==> src/rtl/rms_pkg.sv <==
// Package: rms_pkg
// Shared definitions for the rms sequencer slice: FSM state encoding,
// instruction opcodes, w2 source-select codes and the CR register address.
package rms_pkg;

    typedef enum logic [2:0] {
        S_IDLE,
        S_DECODE,
        S_EXEC,
        S_MEM,
        S_WB,
        S_HALT
    } state_t;

    typedef enum logic [3:0] {
        OP_ADD  = 4'd0,
        OP_SUB  = 4'd1,
        OP_AND  = 4'd2,
        OP_OR   = 4'd3,
        OP_LI   = 4'd4,
        OP_LW   = 4'd5,
        OP_SW   = 4'd6,
        OP_MOV  = 4'd7,
        OP_BEQ  = 4'd8,
        OP_BNE  = 4'd9,
        OP_SLT  = 4'd10,
        OP_CALL = 4'd11,
        OP_RET  = 4'd12,
        OP_NOP  = 4'd13,
        OP_ILL  = 4'd14,
        OP_HALT = 4'd15
    } opcode_t;

    // w2 write-source select
    localparam logic [1:0] REGSRC_IMM = 2'd0;
    localparam logic [1:0] REGSRC_ALU = 2'd1;
    localparam logic [1:0] REGSRC_MEM = 2'd2;
    localparam logic [1:0] REGSRC_A   = 2'd3;

    // Condition register, target of the w1 path when writeCR is set
    localparam logic [5:0] CR_ADDR = 6'd57;

    // Opcodes 0..3 all take the ALU result through the w2 path
    function automatic logic is_alu_op(input opcode_t o);
        return (o == OP_ADD) || (o == OP_SUB) || (o == OP_AND) || (o == OP_OR);
    endfunction

endpackage

==> src/rtl/rms_mem_timer.sv <==
// Module: rms_mem_timer
// Memory-handshake watchdog. Loaded with MEM_TIMEOUT when a request is
// issued, counts down once per cycle while non-zero, cleared by ack.
// Ports:
//   clk, reset  clock and asynchronous active-high reset
//   start       load the counter (request about to be issued)
//   ack         memory answered; stop counting
//   expired     high during the last allowed request cycle
module rms_mem_timer #(
    parameter int unsigned MEM_TIMEOUT = 15
) (
    input  logic clk,
    input  logic reset,
    input  logic start,
    input  logic ack,
    output logic expired
);

    localparam int unsigned CW = $clog2(MEM_TIMEOUT + 1);

    logic [CW-1:0] count;

    always_ff @(posedge clk or posedge reset) begin
        if (reset) begin
            count <= '0;
        end else if (start) begin
            count <= CW'(MEM_TIMEOUT);
        end else if (ack) begin
            count <= '0;
        end else if (count != '0) begin
            count <= count - 1'b1;
        end
    end

    // First request cycle sees MEM_TIMEOUT, so count==1 marks cycle number MEM_TIMEOUT
    always_comb begin
        expired = (count == CW'(1));
    end

endmodule

==> src/rtl/rms_sequencer.sv <==
// Module: rms_sequencer
// Multicycle control FSM for the register management system. Accepts one
// opcode at a time over instr_valid/instr_ready, walks it through
// DECODE/EXEC/(MEM)/(WB) and drives the regfile strobes, mux selects,
// comparator mode, call-frame strobes and the data-memory handshake.
// Optional feature macro: RMS_SEQ_DEPTH_CHECK_EN (call-depth checking).
// Ports:
//   clk, reset                 clock, asynchronous active-high reset
//   instr_valid/instr_ready    fetch handshake; op sampled on accept
//   cmp_result                 comparator result, used in EXEC of BEQ/BNE
//   mem_ack                    data memory completion
//   RegR1/RegR2/RegW1/RegW2    regfile read/write strobes
//   writeCR, Regsrc            a1=CR select, w2 source select
//   cmpeq/cmpne                comparator mode
//   restore/fc_save            call-frame restore/save strobes
//   mem_rd/mem_wr              memory request, held until ack or timeout
//   pc_write/pc_branch         PC update and branch-target select
//   halted/bus_err/illegal     sticky status
module rms_sequencer
    import rms_pkg::*;
#(
    parameter int unsigned MEM_TIMEOUT = 15,
    parameter int unsigned MAX_DEPTH   = 8
) (
    input  logic       clk,
    input  logic       reset,
    input  logic       instr_valid,
    output logic       instr_ready,
    input  logic [3:0] op,
    input  logic       cmp_result,
    input  logic       mem_ack,
    output logic       RegR1,
    output logic       RegR2,
    output logic       RegW1,
    output logic       RegW2,
    output logic       writeCR,
    output logic [1:0] Regsrc,
    output logic       cmpeq,
    output logic       cmpne,
    output logic       restore,
    output logic       fc_save,
    output logic       mem_rd,
    output logic       mem_wr,
    output logic       pc_write,
    output logic       pc_branch,
    output logic       halted,
    output logic       bus_err,
    output logic       illegal
);

    state_t  state, state_next;
    opcode_t op_q;
    logic    mem_op;
    logic    timer_start;
    logic    timer_expired;
    logic    frame_fault;

    always_comb begin
        mem_op      = (op_q == OP_LW) || (op_q == OP_SW);
        timer_start = (state == S_EXEC) && mem_op;
    end

    rms_mem_timer #(
        .MEM_TIMEOUT (MEM_TIMEOUT)
    ) u_mem_timer (
        .clk     (clk),
        .reset   (reset),
        .start   (timer_start),
        .ack     (mem_ack && (state == S_MEM)),
        .expired (timer_expired)
    );

`ifdef RMS_SEQ_DEPTH_CHECK_EN
    localparam int unsigned DW = $clog2(MAX_DEPTH + 1);

    logic [DW-1:0] depth;

    always_comb begin
        frame_fault = (state == S_EXEC) &&
                      (((op_q == OP_CALL) && (depth == DW'(MAX_DEPTH))) ||
                       ((op_q == OP_RET)  && (depth == '0)));
    end

    always_ff @(posedge clk or posedge reset) begin
        if (reset) begin
            depth <= '0;
        end else if ((state == S_EXEC) && !frame_fault) begin
            if (op_q == OP_CALL) begin
                depth <= depth + DW'(1);
            end else if (op_q == OP_RET) begin
                depth <= depth - DW'(1);
            end
        end
    end
`else
    // No depth tracking; MAX_DEPTH is kept only so both builds share one interface
    always_comb begin
        frame_fault = 1'b0 & (MAX_DEPTH == 0);
    end
`endif

    // State, op and sticky status registers
    always_ff @(posedge clk or posedge reset) begin
        if (reset) begin
            state   <= S_IDLE;
            op_q    <= OP_ADD;
            bus_err <= 1'b0;
            illegal <= 1'b0;
        end else begin
            state <= state_next;
            if ((state == S_IDLE) && instr_valid) begin
                op_q <= opcode_t'(op);
            end
            if (((state == S_DECODE) && (op_q == OP_ILL)) || frame_fault) begin
                illegal <= 1'b1;
            end
            // An ack in the expiring cycle takes priority over the timeout
            if ((state == S_MEM) && timer_expired && !mem_ack) begin
                bus_err <= 1'b1;
            end
        end
    end

    // Next-state logic
    always_comb begin
        state_next = state;
        case (state)
            S_IDLE:   if (instr_valid) state_next = S_DECODE;
            S_DECODE: begin
                if (op_q == OP_ILL)       state_next = S_IDLE;
                else if (op_q == OP_HALT) state_next = S_HALT;
                else                      state_next = S_EXEC;
            end
            S_EXEC: begin
                if (mem_op) begin
                    state_next = S_MEM;
                end else if (is_alu_op(op_q) || (op_q == OP_LI) ||
                             (op_q == OP_MOV) || (op_q == OP_SLT)) begin
                    state_next = S_WB;
                end else begin
                    state_next = S_IDLE;
                end
            end
            // SW also passes through WB so its pc_write stays a pure state decode
            S_MEM: begin
                if (mem_ack)            state_next = S_WB;
                else if (timer_expired) state_next = S_IDLE;
            end
            S_WB:     state_next = S_IDLE;
            S_HALT:   state_next = S_HALT;
            default:  state_next = S_IDLE;
        endcase
    end

    // Moore output decode (pc_branch follows cmp_result during branch EXEC)
    always_comb begin
        instr_ready = (state == S_IDLE);
        halted      = (state == S_HALT);
        RegR1       = 1'b0;
        RegR2       = 1'b0;
        RegW1       = 1'b0;
        RegW2       = 1'b0;
        writeCR     = 1'b0;
        Regsrc      = REGSRC_IMM;
        cmpeq       = 1'b0;
        cmpne       = 1'b0;
        restore     = 1'b0;
        fc_save     = 1'b0;
        mem_rd      = 1'b0;
        mem_wr      = 1'b0;
        pc_write    = 1'b0;
        pc_branch   = 1'b0;
        case (state)
            S_DECODE: begin
                RegR1 = 1'b1;
                RegR2 = 1'b1;
            end
            S_EXEC: begin
                case (op_q)
                    OP_BEQ: begin
                        cmpeq     = 1'b1;
                        pc_write  = 1'b1;
                        pc_branch = cmp_result;
                    end
                    OP_BNE: begin
                        cmpne     = 1'b1;
                        pc_write  = 1'b1;
                        pc_branch = cmp_result;
                    end
                    OP_CALL: begin
                        fc_save   = !frame_fault;
                        pc_write  = !frame_fault;
                        pc_branch = !frame_fault;
                    end
                    OP_RET: begin
                        restore  = !frame_fault;
                        pc_write = !frame_fault;
                    end
                    OP_NOP:  pc_write = 1'b1;
                    default: ;
                endcase
            end
            S_MEM: begin
                mem_rd = (op_q == OP_LW);
                mem_wr = (op_q == OP_SW);
            end
            S_WB: begin
                pc_write = 1'b1;
                case (op_q)
                    OP_LI:  begin RegW2 = 1'b1; Regsrc = REGSRC_IMM; end
                    OP_MOV: begin RegW2 = 1'b1; Regsrc = REGSRC_A;   end
                    OP_LW:  begin RegW2 = 1'b1; Regsrc = REGSRC_MEM; end
                    OP_SLT: begin RegW1 = 1'b1; writeCR = 1'b1;      end
                    default: begin
                        if (is_alu_op(op_q)) begin
                            RegW2  = 1'b1;
                            Regsrc = REGSRC_ALU;
                        end
                    end
                endcase
            end
            default: ;
        endcase
    end

endmodule
==> config.mk <==
export PLATFORM = sky130hd
export DESIGN_NAME = rms_sequencer
export DESIGN_NICKNAME = d
export VERILOG_FILES = /design/src/rtl/rms_pkg.sv /design/src/rtl/rms_mem_timer.sv /design/src/rtl/rms_sequencer.sv
export SDC_FILE = /design/constraint.sdc
export NUM_CORES = 1
export LEC_CHECK = 0
export ABC_AREA = 1
export BUFFER_PORTS_ARGS = -buffer_cell sky130_fd_sc_hd__buf_2
export CAP_MARGIN = 5
export CELL_PAD_IN_SITES_DETAIL_PLACEMENT = 1
export CELL_PAD_IN_SITES_GLOBAL_PLACEMENT = 1
export CORE_AREA = 4 4 54 56
export CTS_CLUSTER_DIAMETER = 60
export DETAILED_ROUTE_END_ITERATION = 12
export DIE_AREA = 0 0 58 60
export HOLD_SLACK_MARGIN = 0.02
export PLACE_DENSITY_LB_ADDON = 0.1
export SLEW_MARGIN = 25
export SYNTH_ARGS = -nofsm -noshare
export SYNTH_HDL_FRONTEND = slang
export SYNTH_SLANG_ARGS = --single-unit
==> constraint.sdc <==
create_clock -name clk -period 2.9 [get_ports clk]
set_input_delay 0.58 -clock clk [delete_from_list [all_inputs] [get_ports clk]]
set_output_delay 0.58 -clock clk [all_outputs]
set_load 0.01 [all_outputs]
==> run_results.csv, run 1 <==
group,metric,value,unit
status,outcome,"completed",
place,gp_congestion,0.780,
yosys,syn_avg_cell_area,7.30,um^2
power,fin_total_pwr,990,uW
floorplan,initial_core_util,34.2,%
detailed_routing,first_pass_iters,4,
yosys,syn-cell-area,832,um^2
detailed_routing,wirelength,2200,um
worst_setup_path,rr_startpoint,"state[2]",
sta,finalCriticalPeriod,2.16,ns
floorplan,rows,18,
global_route,grt_pass1_wl,3940,um
floorplan,io-pin-count,28,
cells_and_area,final_cells,173,
yosys,synth_seq_cells,13,
detailed_routing,highest_layer,"met4",
worst_setup_path,end_kind,"primary output",
power,pwr-share-seq,35.7,%
clock_network,cts_hold_buf,0,
power,clockPowerShare,11.5,%
yosys,synth_seq_area_share,39.1,%
place,dp_cells,169,
power,irDropWorstVdd,0.453,mV
min_path,hp-class,"input pin to async pin",
detailed_routing,vias_per_cell,4.85,
run,drv_cap,0,
clock_network,cts_setup_buffers,0,
sta,slew_headroom,66.4,%
worst_setup_path,path_buf_inv,3,
place,post-dp-hpwl,1840,um
sta,hold_violations,0,
sta,fmax,462,MHz
clock_network,clkTransAtPathRegs,0.08,ns
power,powerDensity,974,mW/mm^2
global_route,grt_pass1_vias,856,
power,combPwrFrac,52.8,%
clock_network,ctsResizeCount,0,
sta,fin_crit_sh,74.6,%
worst_setup_path,r2r.worst_path.cells,4,
floorplan,die_y,60,um
cells_and_area,n_fill_cell,339,
sta,timing.hold.ws,0.317,ns
worst_setup_path,crit_chain,"inv_2 > nor2_2 > inv_1 > nor4_1 > buf_2",
global_route,grt_max_degree,14,
power,p_int,507,uW
yosys,yosysWarnings,0,
detailed_routing,wl_per_cell,12.7,um
yosys,synth_fp_nets,126,
detailed_routing,drt_iter0_drc,28,
cells_and_area,drive_gt1_share,25.9,%
sta,finalSetupTns,0,ns
cells_and_area,nets,156,
worst_setup_path,regToRegSetupSlack,1.63,ns
cells_and_area,final-seq-area,325,um^2
sta,worst_pin_slew,0.504,ns
clock_network,clockBufferDepth,2,
cells_and_area,final_cell_mix,"buf_2 (27), nand2_1 (20), inv_1 (19), nor2_1 (14), dfrtp_1 (13)",
cells_and_area,antenna_cells,0,
worst_setup_path,worstPathArrival,1.58,ns
sta,slew_violations,0,
detailed_routing,m1WireLength,1030,um
cells_and_area,layout_commonest_cell,"buf_2",
sta,rsz0062_at_grt,"no",
worst_setup_path,start_kind,"flip-flop",
detailed_routing,wl_met2,1030,um
clock_network,numCtsBuffers,3,
yosys,synthesis.instances,114,
floorplan,coreArea,0.00243,mm^2
worst_setup_path,worst_path_max_delay_cell,"dfrtp_1",
detailed_routing,drcViolationCount,0,
power,switching_share,48.8,%
clock_network,h-tree-depth,1,
floorplan,dieArea,0.00348,mm^2
cells_and_area,fin_util,41.8,%
worst_setup_path,slowest_delay,0.45,ns
detailed_routing,wl_met3,124,um
global_route,grt_overflow,0,
worst_setup_path,r2r-end,"op_q[3]",
floorplan,die_x,58,um
sta,finalSetupViolCount,0,
clock_network,cts-root-buf,"clkbuf_4",
worst_setup_path,crit_path_max_fanout,6,
sta,finClkSkew,0.000686,ns
clock_network,clkLatencyLatePin,0.27,ns
cells_and_area,area_growth,22.1,%
global_route,grt_antenna_before_repair,0,
worst_setup_path,required,2.32,ns
worst_setup_path,cp_top_family,"simple AND/OR/NAND/NOR gates",
place,io_buffers,27,
power,leakage,0.000583,uW
clock_network,clock_sinks,13,
worst_setup_path,critical_path_class,"flip-flop to primary output",
clock_network,cts_tree,"done",
global_route,grt_usage,14.7,%
detailed_routing,ant_nets,0,
detailed_routing,vias,839,
yosys,synth_cell_type_count,23,
power,p_switching,483,uW
cells_and_area,multi_input_area,409,um^2
-- power groups by stage --
stage | sequential [uW] | combinational [uW] | clock (uW)
2_1_floorplan | 340 | 394 | 0
3_3_place_gp | 355 | 514 | 0
3_5_place_dp | 356 | 531 | 0
4_1_cts | 353 | 536 | 117
5_1_grt | 371 | 621 | 126
6_report | 353 | 522 | 114
-- stage by stage --
step | setup WS [ns] | instance area (um^2)
finish | 0.737 | 1020
global route | 0.610 | 1020
CTS | 0.722 | 1020
detailed placement | 1.04 | 990
global placement | 1.08 | 990
floorplan | 0.937 | 832
-- routing by layer --
| layer | vias up | track usage (%) |
|---|---|---|
| met1 | 390 | 20.0 |
| met2 | 18 | 22.7 |
| met3 | 2 | 3.67 |
| met4 | 0 | 4.97 |
| met5 | - | 0 |
| li1 | 429 | - |
-- flip-flops by register name, summed over array words and instances (netlist names) --
| signal | cells |
|---|---|
| illegal | 1 |
| state | 3 |
| bus_err | 1 |
| op_q | 4 |
| u_mem_timer.count | 4 |
-- worst max path at each step --
stage / startpoint / endpoint / slack, ns / cells past startpoint
floorplan: state[2] / writeCR / 0.94 / 5
global placement: op_q[1] / writeCR / 1.08 / 5
detailed placement: op_q[1] / writeCR / 1.04 / 5
CTS: op_q[1] / writeCR / 0.72 / 5
global route: state[0] / cmpne / 0.61 / 6
finish: op_q[1] / writeCR / 0.74 / 5
-- worst register-to-register path, delay by kind of cell, from the launching register on --
kind	cells	cell delay, ns
flip-flops	1	0.45
AO/OA/AOI/OAI	1	0.05
AND/OR/NAND/NOR	3	0.65
-- kinds of logic (layout without fill, tap and decap cells) --
logic type / Yosys count / in the layout / synth area share [%]
fa+ha+maj: 3 / 3 / 4.51
simple gates: 56 / 56 / 31.1
flops: 13 / 13 / 39.1
compound gates: 16 / 16 / 11.4
buf+inv: 24 / 53 / 11.7
xor+xnor: 2 / 2 / 2.11
-- cells in the mapped netlist --
cell      number  area share, %
nor3_4         1            2.0
o211ai_1       3            2.7
dfrtp_1       13             39
nand2_2        1           0.75
o31ai_1        1           0.90
nor4_1         2            1.5
o21ai_0        5            3.0
nand2_1       20            9.0
inv_1         19            8.6
nand4_1        2            1.5
inv_2          3            1.4
xor2_1         1            1.1
nor3_1         4            2.4
nor2_1        14            6.3
xnor2_1        1            1.1
ha_1           3            4.5
a21oi_1        5            3.0
buf_4          2            1.8
a31o_2         1            1.1
nand3b_1       1           0.90
nand3_1       10            6.0
nor2_2         1           0.75
a31oi_1        1           0.75
-- final cells by class --
| class | count | share of cell area, % |
|---|---|---|
| clock buffers | 4 | 2.59 |
| multi-input cells | 77 | 40.3 |
| repair buffers | 27 | 13.3 |
| flip-flops and latches | 13 | 32.0 |
| well taps | 30 | 3.69 |
| inverters | 22 | 8.13 |
Power figures use the tool's default switching activity.
==> run 2: changes to the inputs <==
Settings changed: CORE_AREA 4 4 54 56 to 4 4 55 57, DIE_AREA 0 0 58 60 to 0 0 59 61.
Clock period 2.9 ns to 2.2 ns, I/O delays scaled along.
==> run 2 against run 1 <==
Against the previous run:
- sequential power up 32%
- count of clock-buffer cells in the layout did not move
- via count down 0.48%
- clock skew increased by 0.0042 ns
- worst hold slack lost 0.14 ns
- register-to-register slack got worse by 0.69 ns
- cell area grew 0.62%
==> run_results.csv, run 2 (synthesis results as in run 1) <==
group,metric,value,unit
floorplan,die_y,61,um
clock_network,cts_hold_buf,0,
floorplan,io-pin-count,28,
cells_and_area,layout_commonest_cell,"buf_2",
floorplan,coreArea,0.00248,mm^2
place,io_buffers,27,
detailed_routing,drcViolationCount,0,
power,switching_share,49.1,%
cells_and_area,drive_gt1_share,26.6,%
clock_network,cts_tree,"done",
power,clockPowerShare,11.6,%
sta,finalSetupTns,0,ns
cells_and_area,final_cell_mix,"buf_2 (27), nand2_1 (20), inv_1 (19), nor2_1 (14), dfrtp_1 (13)",
cells_and_area,top_regs,"op_q x4, u_mem_timer.count x4, state x3",
sta,slew_violations,0,
detailed_routing,first_pass_iters,4,
sta,finClkSkew,0.00485,ns
floorplan,rows,18,
status,outcome,"completed",
power,combPwrFrac,53.0,%
detailed_routing,drt_iter0_drc,23,
power,irDropWorstVdd,0.580,mV
clock_network,clkTransAtPathRegs,0.09,ns
sta,finalSetupViolCount,0,
global_route,grt_pass1_vias,890,
detailed_routing,wl_per_cell,13.1,um
min_path,hp-class,"input pin to async pin",
cells_and_area,antenna_cells,0,
clock_network,h-tree-depth,1,
detailed_routing,wirelength,2260,um
worst_setup_path,worstPathArrival,1.53,ns
worst_setup_path,r2r.worst_path.cells,4,
place,dp_slack,0.451,ns
cells_and_area,final_cells,173,
sta,slew_headroom,65.1,%
floorplan,die_x,59,um
clock_network,clkLatencyLatePin,0.28,ns
detailed_routing,vias,835,
global_route,grt_usage,14.6,%
sta,fin_crit_sh,89.7,%
power,powerDensity,1290,mW/mm^2
clock_network,clockBufferDepth,2,
power,pwr-share-seq,35.4,%
clock_network,clock_sinks,13,
sta,hold_violations,0,
sta,finalCriticalPeriod,1.97,ns
worst_setup_path,required,1.76,ns
worst_setup_path,start_kind,"flip-flop",
run,drv_cap,0,
power,p_int,670,uW
global_route,grt_max_degree,14,
worst_setup_path,end_kind,"primary output",
sta,rsz0062_at_grt,"no",
floorplan,initial_core_util,33.6,%
floorplan,dieArea,0.00360,mm^2
sta,worst_pin_slew,0.522,ns
place,gp_congestion,0.735,
power,leakage,0.000583,uW
place,dp_cells,169,
clock_network,cts-root-buf,"clkbuf_4",
worst_setup_path,crit_path_max_fanout,4,
detailed_routing,vias_per_cell,4.83,
cells_and_area,nets,156,
power,p_switching,647,uW
sta,timing.hold.ws,0.178,ns
global_route,grt_antenna_before_repair,0,
global_route,grt_overflow,0,
sta,fmax,507,MHz
sta,fin_ws,0.226,ns
clock_network,numCtsBuffers,3,
global_route,grt_pass1_wl,3940,um
place,post-dp-hpwl,1860,um
cells_and_area,area_growth,22.9,%
worst_setup_path,critical_path_class,"flip-flop to primary output",
detailed_routing,ant_nets,0,
power,fin_total_pwr,1320,uW
[run 2: cell count changes in the layout (fill, tap and decap cells not counted)]
| cell | previous run | this run |
|---|---|---|
| nor4_1 | 2 | 1 |
| nor4_2 | 0 | 1 |
[run 2: path summary, 6_finish.rpt]
kind | startpoint | to | slack [ns]
setup / recovery | state[0] | cmpne | 0.23
hold / removal | reset | op_q[0] | 0.18
min in group clk | mem_ack | bus_err | 0.38
max in group asynchronous | reset | state[0] | 1.67
hold reg to reg | illegal | illegal | 0.48
setup reg to reg | state[0] | state[1] | 0.94
[run 2: power groups by stage]
stage	Sequential, uW	Combinational [uW]	Clock, uW
finish	466	699	153
global route	487	808	175
CTS	465	706	158
detailed placement	470	701	0
global placement	468	679	0
floorplan	449	520	0
[run 2: cell type report]
class	count	area [um^2]
Clock buffer	4	26.3
Fill cell	333	1460
Inverter	22	82.6
Multi-Input combinational cell	77	415
Sequential cell	13	325
Tap cell	30	37.5
Timing Repair Buffer	27	135
[run 2: critical path, cell delays in order (launching register included)]
cell	delay [ns]
dfrtp_1	0.44
inv_1	0.12
nand3_1	0.15
inv_2	0.12
nand3_1	0.12
nor3_1	0.15
buf_2	0.15
[run 2: per-layer routing]
metal / part of all wire, % / GRT usage (%) / vias up
met4: 0.84 / 4.21 / 0
met2: 47 / 23.7 / 17
met1: 47 / 19.2 / 389
met3: 4.7 / 3.62 / 2
met5: 0 / 0 / -
li1: - / - / 427
[run 2: through the flow]
stage	utilization [%]	cell area, um^2
after floorplan	-	832
after global placement	39.9	990
after detailed placement	39.9	990
after CTS	41.0	1020
after global routing	41.3	1020
final	41.3	1020
[run 2: repair_timing]
action / 4_1_cts / 5_1_grt
resized for setup: 0 / 1
endpoints found under the setup margin: 0 / 2
hold endpoints to repair: 0 / 0
setup buffers: 0 / 0
